$ cat src/rtl/gp_reg_file.sv
// -----------------------------------------------------------------------------
// gp_reg_file
//   General-purpose register file: DEPTH registers of WIDTH bits, one write
//   port with load/increment/decrement/clear, and two independently enabled
//   read ports with one cycle of latency.
//   All outputs come from flops, so no input reaches an output combinationally.
//
// Ports
//   rf_clk        clock; all state updates on the rising edge
//   rf_rst        asynchronous reset, active-high; clears registers and outputs
//   rf_wr_en      write-port enable
//   rf_wr_op      00 load rf_wr_in, 01 increment, 10 decrement, 11 clear
//   rf_wr_addr    write-port register select
//   rf_wr_in      load data; used only when rf_wr_op is load
//   rf_rd_en_a/b  read-port enables
//   rf_rd_addr_a/b read-port register selects
//   rf_out_a/b    registered read data; holds its value while the port is idle
//   rf_valid_a/b  1 for the cycle after an enabled read, else 0
//   rf_wrap       1 for the cycle after an increment from all-ones or a
//                 decrement from zero
//
// Read-port protocol: there is no back-pressure. A read is issued by holding
// rf_rd_en_x high across a rising edge; on the following cycle rf_valid_x is 1
// and rf_out_x carries the data. rf_valid_x is a single-cycle qualifier, not a
// held flag, and rf_out_x is left unchanged by cycles with rf_rd_en_x low.
// -----------------------------------------------------------------------------
module gp_reg_file #(
  parameter int WIDTH    = 16,
  parameter int DEPTH    = 8,
  parameter int ADDR_W   = $clog2(DEPTH),
  parameter bit BYPASS   = 1'b1,
  parameter bit ZERO_REG = 1'b0
) (
  input  logic              rf_clk,
  input  logic              rf_rst,
  input  logic              rf_wr_en,
  input  logic [1:0]        rf_wr_op,
  input  logic [ADDR_W-1:0] rf_wr_addr,
  input  logic [WIDTH-1:0]  rf_wr_in,
  input  logic              rf_rd_en_a,
  input  logic [ADDR_W-1:0] rf_rd_addr_a,
  input  logic              rf_rd_en_b,
  input  logic [ADDR_W-1:0] rf_rd_addr_b,
  output logic [WIDTH-1:0]  rf_out_a,
  output logic [WIDTH-1:0]  rf_out_b,
  output logic              rf_valid_a,
  output logic              rf_valid_b,
  output logic              rf_wrap
);

  localparam logic [1:0] OP_LOAD = 2'b00;
  localparam logic [1:0] OP_INC  = 2'b01;
  localparam logic [1:0] OP_DEC  = 2'b10;
  localparam logic [1:0] OP_CLR  = 2'b11;

  // One extra bit so DEPTH itself is representable when DEPTH == 2**ADDR_W.
  localparam logic [ADDR_W:0]  DEPTH_X = DEPTH[ADDR_W:0];
  localparam logic [WIDTH-1:0] ONE     = {{(WIDTH-1){1'b0}}, 1'b1};

  logic [WIDTH-1:0] regs [DEPTH];

  logic [WIDTH-1:0] wr_old;
  logic [WIDTH-1:0] wr_result;
  logic             wr_hit;
  logic             wr_wrap;
  logic [WIDTH-1:0] rd_next_a;
  logic [WIDTH-1:0] rd_next_b;

  function automatic logic in_range(input logic [ADDR_W-1:0] addr);
    return ({1'b0, addr} < DEPTH_X);
  endfunction

  function automatic logic is_zero_reg(input logic [ADDR_W-1:0] addr);
    return ZERO_REG && (addr == '0);
  endfunction

  // Value a read port would capture this edge. Out-of-range and hard-wired
  // zero addresses read 0. With BYPASS the post-op value of a same-cycle
  // write is forwarded; wr_hit already excludes discarded writes, so the
  // zero register and out-of-range addresses never take the bypass.
  function automatic logic [WIDTH-1:0] read_sel(input logic [ADDR_W-1:0] addr);
    logic [WIDTH-1:0] val;
    val = '0;
    if (in_range(addr) && !is_zero_reg(addr)) begin
      if (BYPASS && wr_hit && (addr == rf_wr_addr)) val = wr_result;
      else                                          val = regs[addr];
    end
    return val;
  endfunction

  // Write-port datapath: operand fetch, op result, and wrap detection.
  always_comb begin
    wr_old    = '0;
    wr_result = '0;
    if (in_range(rf_wr_addr)) wr_old = regs[rf_wr_addr];
    case (rf_wr_op)
      OP_LOAD: wr_result = rf_wr_in;
      OP_INC:  wr_result = wr_old + ONE;
      OP_DEC:  wr_result = wr_old - ONE;
      OP_CLR:  wr_result = '0;
      default: wr_result = '0;
    endcase
    wr_hit  = rf_wr_en && in_range(rf_wr_addr) && !is_zero_reg(rf_wr_addr);
    wr_wrap = wr_hit && (((rf_wr_op == OP_INC) && (&wr_old)) ||
                         ((rf_wr_op == OP_DEC) && (wr_old == '0)));
  end

  always_comb begin
    rd_next_a = read_sel(rf_rd_addr_a);
    rd_next_b = read_sel(rf_rd_addr_b);
  end

  // Register storage.
  always_ff @(posedge rf_clk or posedge rf_rst) begin
    if (rf_rst) begin
      for (int i = 0; i < DEPTH; i++) regs[i] <= '0;
    end else if (wr_hit) begin
      regs[rf_wr_addr] <= wr_result;
    end
  end

  // Output registers.
  always_ff @(posedge rf_clk or posedge rf_rst) begin
    if (rf_rst) begin
      rf_out_a   <= '0;
      rf_out_b   <= '0;
      rf_valid_a <= 1'b0;
      rf_valid_b <= 1'b0;
      rf_wrap    <= 1'b0;
    end else begin
      rf_valid_a <= rf_rd_en_a;
      rf_valid_b <= rf_rd_en_b;
      rf_wrap    <= wr_wrap;
      if (rf_rd_en_a) rf_out_a <= rd_next_a;
      if (rf_rd_en_b) rf_out_b <= rd_next_b;
    end
  end

endmodule

$ cat config.mk
export PLATFORM = sky130hd
export DESIGN_NAME = gp_reg_file
export DESIGN_NICKNAME = d
export VERILOG_FILES = /design/src/rtl/gp_reg_file.sv
export SDC_FILE = /design/constraint.sdc
export NUM_CORES = 1
export LEC_CHECK = 0
export BUFFER_PORTS_ARGS = -buffer_cell sky130_fd_sc_hd__buf_4
export CAP_MARGIN = 10
export CORE_MARGIN = 2
export CORE_UTILIZATION = 55
export CTS_CLUSTER_DIAMETER = 120
export DETAILED_ROUTE_END_ITERATION = 16
export HOLD_SLACK_MARGIN = 0.15
export PLACE_DENSITY_LB_ADDON = 0.08
export SETUP_SLACK_MARGIN = 0.02
export SYNTH_ARGS = -nofsm -noshare
export SYNTH_HDL_FRONTEND = slang
export SYNTH_SLANG_ARGS = --single-unit
$ cat constraint.sdc
create_clock -name rf_clk -period 6.2 [get_ports rf_clk]
set_input_delay 0.62 -clock rf_clk [delete_from_list [all_inputs] [get_ports rf_clk]]
set_output_delay 0.62 -clock rf_clk [all_outputs]
set_load 0.02 [all_outputs]
# ---- After elaboration in Yosys (flattened, before gate mapping)
# Index checks and enable logic that the tools add are counted.
# W data, S select, Z words.
dict set report op_classes {
  reduce_logical 10
  bitwise_logic 3
  eq_ne 5
  n_mux 15
  magnitude_cmp 4
  addsub 2
}
# cell count
set ops {}
lappend ops {{$bmux W16 S3} 3}
lappend ops {{$mux W16} 9}
lappend ops {{$bwmux W128} 1}
lappend ops {{$pmux W16 S4} 1}
lappend ops {{$demux W16 S3} 1}
lappend ops {{$add A16 B1 Y16 const B} 1}
lappend ops {{$logic_not A16 Y1} 1}
lappend ops {{$reduce_and A16 Y1} 1}
lappend ops {{$sub A16 B1 Y16 const B} 1}
lappend ops {{$ge A4 B4 Y1 const B} 3}
lappend ops {{$not A3 Y4} 3}
lappend ops {{$eq A3 B3 Y1} 2}
lappend ops {{$logic_and A1 B1 Y1} 6}
lappend ops {{$eq A2 B2 Y1 const B} 2}
lappend ops {{$lt A4 B1 Y1 const B} 1}
lappend ops {{$eq A2 B1 Y1 const B} 1}
lappend ops {{$logic_not A2 Y1} 1}
lappend ops {{$logic_or A1 B1 Y1} 1}
dict set report word_totals {
  inputBits 32
  ff_bits 163
  out_inout_bits 35
}

# ---- Longest topological paths before layout
dict set report depth {
  ltp_word 8
  depth_mapped 15
  ltp_nobuf 11
}

# ---- Least setup slack after synthesis
# OpenSTA, ideal clock, no wires.
dict set report synth_timing {
  kind {input to register}
  start {input port rf_wr_addr[0]}
  end {register regs[95] (netlist name)}
  arrival_time_ns 3.793
  slack_ns 2.274
  path_stages 13
  setup_time_ns 0.133
  n_path_buf 4
  cell_sequence {buf_2 buf_6 buf_4 mux4_2 mux2_2 ha_1 clkbuf_1 a211o_1 o311ai_0 a32oi_2 mux2i_4 a21oi_4 a21oi_2}
}
dict set report synth_via {
  elab_chain_cells 7
}
# element line_no
set synth_lines {}
lappend synth_lines {{start, declared} 38} ;# input logic [ADDR_W-1:0] rf_wr_addr,
lappend synth_lines {{$not A3 Y4 (not written as such) *} {95, 118}}
lappend synth_lines {{$bmux W16 S3} 95} ;# if (in_range(rf_wr_addr)) wr_old = regs[rf_wr_addr];
lappend synth_lines {{$mux W16 (not written as such) (2 in a row)} 95}
lappend synth_lines {{$sub A16 B1 Y16 / $add A16 B1 Y16 (equally long branches)} {99, 98}}
lappend synth_lines {{$pmux W16 S4} 96} ;# case (rf_wr_op)
lappend synth_lines {{$bwmux W128 *} 118} ;# regs[rf_wr_addr] <= wr_result;
lappend synth_lines {{end signal, assigned by index} 118}
lappend synth_lines {{end, declared} 60} ;# logic [WIDTH-1:0] regs [DEPTH];
# Mark *: on every way between the ends. The rest lies on a longest branch, timed or not. The select of a mux whose other input is x is not followed.
# A chain may end at the register's enable or synchronous reset.

# ---- Worst setup path after layout
dict set report layout_timing {
  start {input port rf_wr_addr[0]}
  end {register rf_out_a[12]}
}
dict set report layout_via {
  elab_chain_cells 7
}
# element line_no
set layout_lines {}
lappend layout_lines {{$not A3 Y4 (not written as such)} 95}
lappend layout_lines {{$bmux W16 S3} 95}
lappend layout_lines {{$mux W16 (not written as such) (2 in a row)} 95}
lappend layout_lines {{$sub A16 B1 Y16 / $add A16 B1 Y16 (equally long branches)} {99, 98}}
lappend layout_lines {{$pmux W16 S4} 96}
lappend layout_lines {{$mux W16 *} 85} ;# if (BYPASS && wr_hit && (addr == rf_wr_addr)) val = wr_result;
lappend layout_lines {{end signal, assigned} 134} ;# if (rf_rd_en_a) rf_out_a <= rd_next_a;
lappend layout_lines {{end, declared} 44} ;# output logic [WIDTH-1:0] rf_out_a,
# Marked as above.

==> impl_metrics.py <==
metrics = {
    "global_route": {
        "antenna_found_initial": 0,
        "grt_start_max_net_pins": 65,
        "grt_pass1_vias": 7894,
        "grt-ovfl-total": 0,
        "grt_pass1_wl_mm": 47.8,
        "track_usage": 0.323,
    },
    "worst_setup_path": {
        "end_kind": "flop",
        "critPathKind": "input port to flop",
        "worstPathCellList": "buf_4 -> mux4_2 -> mux2_2 -> ha_1 -> nor2b_1 -> o21bai_1 -> a211oi_1 -> o21a_1 -> nor2_1 -> a21oi_1 -> o21ai_0",
        "critPathMaxStageDelay_ns": 0.63,
        "cp.required_ns": 6.47,
        "critPathArrivalTime_ns": 4.42,
        "startpoint_type": "input port",
        "cp_slowest_cell": "a21oi_1",
        "cp_max_fo": 42,
    },
    "drt": {
        "vias_per_cell": 6.79,
        "routedWlPerCell_um": 25.3,
        "antenna_left": 0,
        "remaining_drc_errors": 0,
        "num_vias": 8347,
        "wl_mm": 31.1,
        "first_pass_iters": 6,
        "dr.first_iter.drc_count": 917,
    },
    "cts": {
        "numCtsBuffers": 17,
        "clock-sinks": 163,
        "cts_buffer_depth": 2,
        "clk_latency_ns": 0.44,
        "clk_pin_slew_ns": 0.07,
        "cts_resized": 0,
        "cts_tree": "built",
        "clockRootBuffer": "clkbuf_16",
        "htreeDepth": 4,
        "cts_hold_buf": 0,
        "postCtsSetupRepairBufs": 0,
    },
    "timing": {
        "max_freq_mhz": 241,
        "setup_slack_ns": 2.05,
        "post-route-min-period_ns": 4.15,
        "rsz0062_at_grt": "false",
        "setup_viol": 0,
        "fin_setup_tns_ns": 0,
        "worst_pin_slew_ns": 1.04,
        "hold_viol": 0,
        "report.final.slew_viol_count": 0,
        "fin_skew_ns": 0.0134,
        "timing.slew.headroom": 0.308,
        "layout_worst_path_cycle_share": 0.670,
    },
    "logic_synthesis": {
        "synth_simple_gate_area_frac": 0.123,
        "netlist_area_mm2": 0.0103,
        "synth_most_common_cell": "dfrtp_1",
        "yosysSeqAreaShare": 0.394,
        "synth_edf_count": 0,
        "synth_nets": 1011,
        "synth_warnings": 0,
        "synth_seq_cells": 163,
        "synth.top_cell.area_share": 0.394,
        "ys_types": 63,
        "syn_inst": 961,
        "synth_common_cells": "163 x dfrtp_1, 108 x nor2_1, 94 x mux4_2, 93 x a21oi_1, 89 x nand2_1",
        "synth_area_leader_cell": "dfrtp_1",
        "synthMuxAreaShare": 0.262,
        "syn_area_per_cell_um2": 10.8,
        "synth_ff_type": "dfrtp_1",
        "yosys-top-cells-area": "dfrtp_1 39%, mux4_2 20%, a21oi_1 4.5%",
        "synthAdderAreaFrac": 0.0225,
        "synth-compound-area-share": 0.155,
        "synthArstFlopShare": 1.00,
        "synth_top_family_by_area": "multiplexers",
        "synthXorXnorAreaFrac": 0.00846,
    },
    "placed_design": {
        "dpl_worst_slack_ns": 1.61,
        "place_congestion": 0.907,
        "hpwl_mm": 20.4,
        "port_buffers": 66,
        "dpl.cell_count": 1197,
    },
    "floorplan": {
        "ioPinCount": 67,
        "die_h_um": 141,
        "die-area_mm2": 0.0199,
        "fp-row-count": 50,
        "core_mm2": 0.0186,
        "die_w_um": 141,
        "start_util": 0.557,
    },
    "final_layout": {
        "final_cells": 1229,
        "seq_area_mm2": 0.00408,
        "antenna-diode-count": 0,
        "drive_gt1_frac": 0.265,
        "multi_input_area_mm2": 0.00593,
        "area_growth_pct": 11.4,
        "fill_cells": 1543,
        "nets": 1032,
    },
    "min_path": {
        "hold_path.class": "input port to asynchronous set/reset pin",
    },
    "power_and_ir_drop": {
        "internal_power_uw": 2760,
        "pwr-share-comb": 0.364,
        "ir_drop_v": 0.000218,
        "power_frac_seq": 0.377,
        "power_density_mw_per_mm2": 375,
        "p_switching_uw": 1560,
        "pwr-share-clk": 0.259,
        "switching_share": 0.362,
        "leakagePower_uw": 0.00472,
    },
    "flow_run": {
        "max_cap_violations": 0,
    },
    "run_status": {
        "status": "finished clean",
    },
}
-- through the flow --
| step | hold WS, ns | total power [uW] | instance area, um^2 | utilization |
|---|---|---|---|---|
| floorplan | 0.477 | 2720 | 10300 | - |
| global placement | 0.481 | 3160 | 10900 | 0.587 |
| detailed placement | 0.485 | 3190 | 10900 | 0.587 |
| CTS | 0.202 | 4310 | 11500 | 0.620 |
| global route | 0.220 | 4550 | 11500 | 0.620 |
| finish | 0.188 | 4320 | 11500 | 0.620 |
-- power by group through the flow --
stage | Sequential (uW) | Clock, uW | Combinational [uW]
after detailed placement | 1640 | 0 | 1550
after global routing | 1670 | 1160 | 1710
after floorplan | 1630 | 0 | 1090
final | 1630 | 1120 | 1570
after CTS | 1620 | 1130 | 1560
after global placement | 1620 | 0 | 1530
-- critical path: cells and delay by family --
kind                     cells  cell delay (ns)
adder cells (fa/ha/maj)      1             0.36
multiplexers                 2             0.91
AND/OR/NAND/NOR              2             0.31
AO/OA/AOI/OAI                5             1.60
buffers and inverters        1             0.60
-- placed cells by master (no fill, tap or decap), types with 3 or more instances in the layout --
cell | Yosys | routed
mux2i_2 | 3 | 3
nand2_1 | 89 | 89
buf_4 | 1 | 76
a21oi_2 | 4 | 4
ha_1 | 17 | 17
nor3_1 | 16 | 14
o41ai_1 | 3 | 3
o21ai_1 | 15 | 15
a22o_1 | 6 | 6
o22ai_1 | 12 | 12
o21a_1 | 7 | 7
bufinv_16 | 0 | 3
dfrtp_1 | 163 | 163
a21o_1 | 4 | 4
a211oi_1 | 13 | 13
clkbuf_16 | 0 | 17
a31oi_1 | 10 | 10
clkinv_2 | 0 | 3
mux2i_1 | 18 | 18
and4_1 | 4 | 4
mux4_2 | 94 | 94
nor2b_1 | 14 | 14
o21ai_2 | 4 | 4
and3_1 | 3 | 3
nand2b_1 | 7 | 7
a41oi_1 | 7 | 7
a21oi_1 | 93 | 93
o21ai_0 | 58 | 58
clkinv_4 | 0 | 3
mux2_2 | 31 | 31
nor2_1 | 108 | 106
nand4_1 | 13 | 13
nor4_1 | 7 | 7
xnor2_1 | 10 | 10
nand3_1 | 9 | 9
and2_1 | 3 | 3
inv_1 | 8 | 7
-- state kept, by name, indices dropped and copies added (netlist names) --
name	count
regs	128
rf_out_a	16
rf_out_b	16
rf_valid_a	1
rf_valid_b	1
rf_wrap	1
-- layer usage --
layer,global-route usage,part of all wire
met5,0,0
met4,0.106,0.029
met3,0.0642,0.093
met2,0.482,0.45
met1,0.480,0.43
-- cell type report --
| cell class | instances | area share |
|---|---|---|
| clock buffer | 18 | 0.0381 |
| clock inverter | 14 | 0.0154 |
| inverter | 10 | 0.00369 |
| multi-input combinational | 714 | 0.514 |
| sequential | 163 | 0.354 |
| tap | 234 | 0.0254 |
| timing repair buffer | 76 | 0.0495 |
-- cell families (layout without fill, tap and decap cells) --
group | count (synthesis) | count (layout)
AO/OA/AOI/OAI | 257 | 257
XOR/XNOR | 10 | 10
adder cells (fa/ha/maj) | 18 | 18
buffers and inverters | 84 | 118
flip-flops | 163 | 163
multiplexers | 147 | 147
AND/OR/NAND/NOR | 282 | 282
-- path summary, 6_finish.rpt --
kind                       slack (ns)  cells past startpoint                        to                     from
max                              2.05                     11  rf_out_a[12]$_DFFE_PP0P_            rf_wr_addr[0]
min                              0.19                      2      regs[13]$_DFFE_PP0P_                   rf_rst
max reg2reg                      2.56                     10  rf_out_a[12]$_DFFE_PP0P_     regs[34]$_DFFE_PP0P_
min reg2reg                      0.50                      1   rf_out_a[3]$_DFFE_PP0P_  rf_out_a[3]$_DFFE_PP0P_
max in group asynchronous        4.80                      3  rf_out_b[15]$_DFFE_PP0P_                   rf_rst
min in group rf_clk              0.45                      1      rf_valid_a$_DFF_PP0_               rf_rd_en_a
Note: power is estimated with default switching activity, not from simulation.
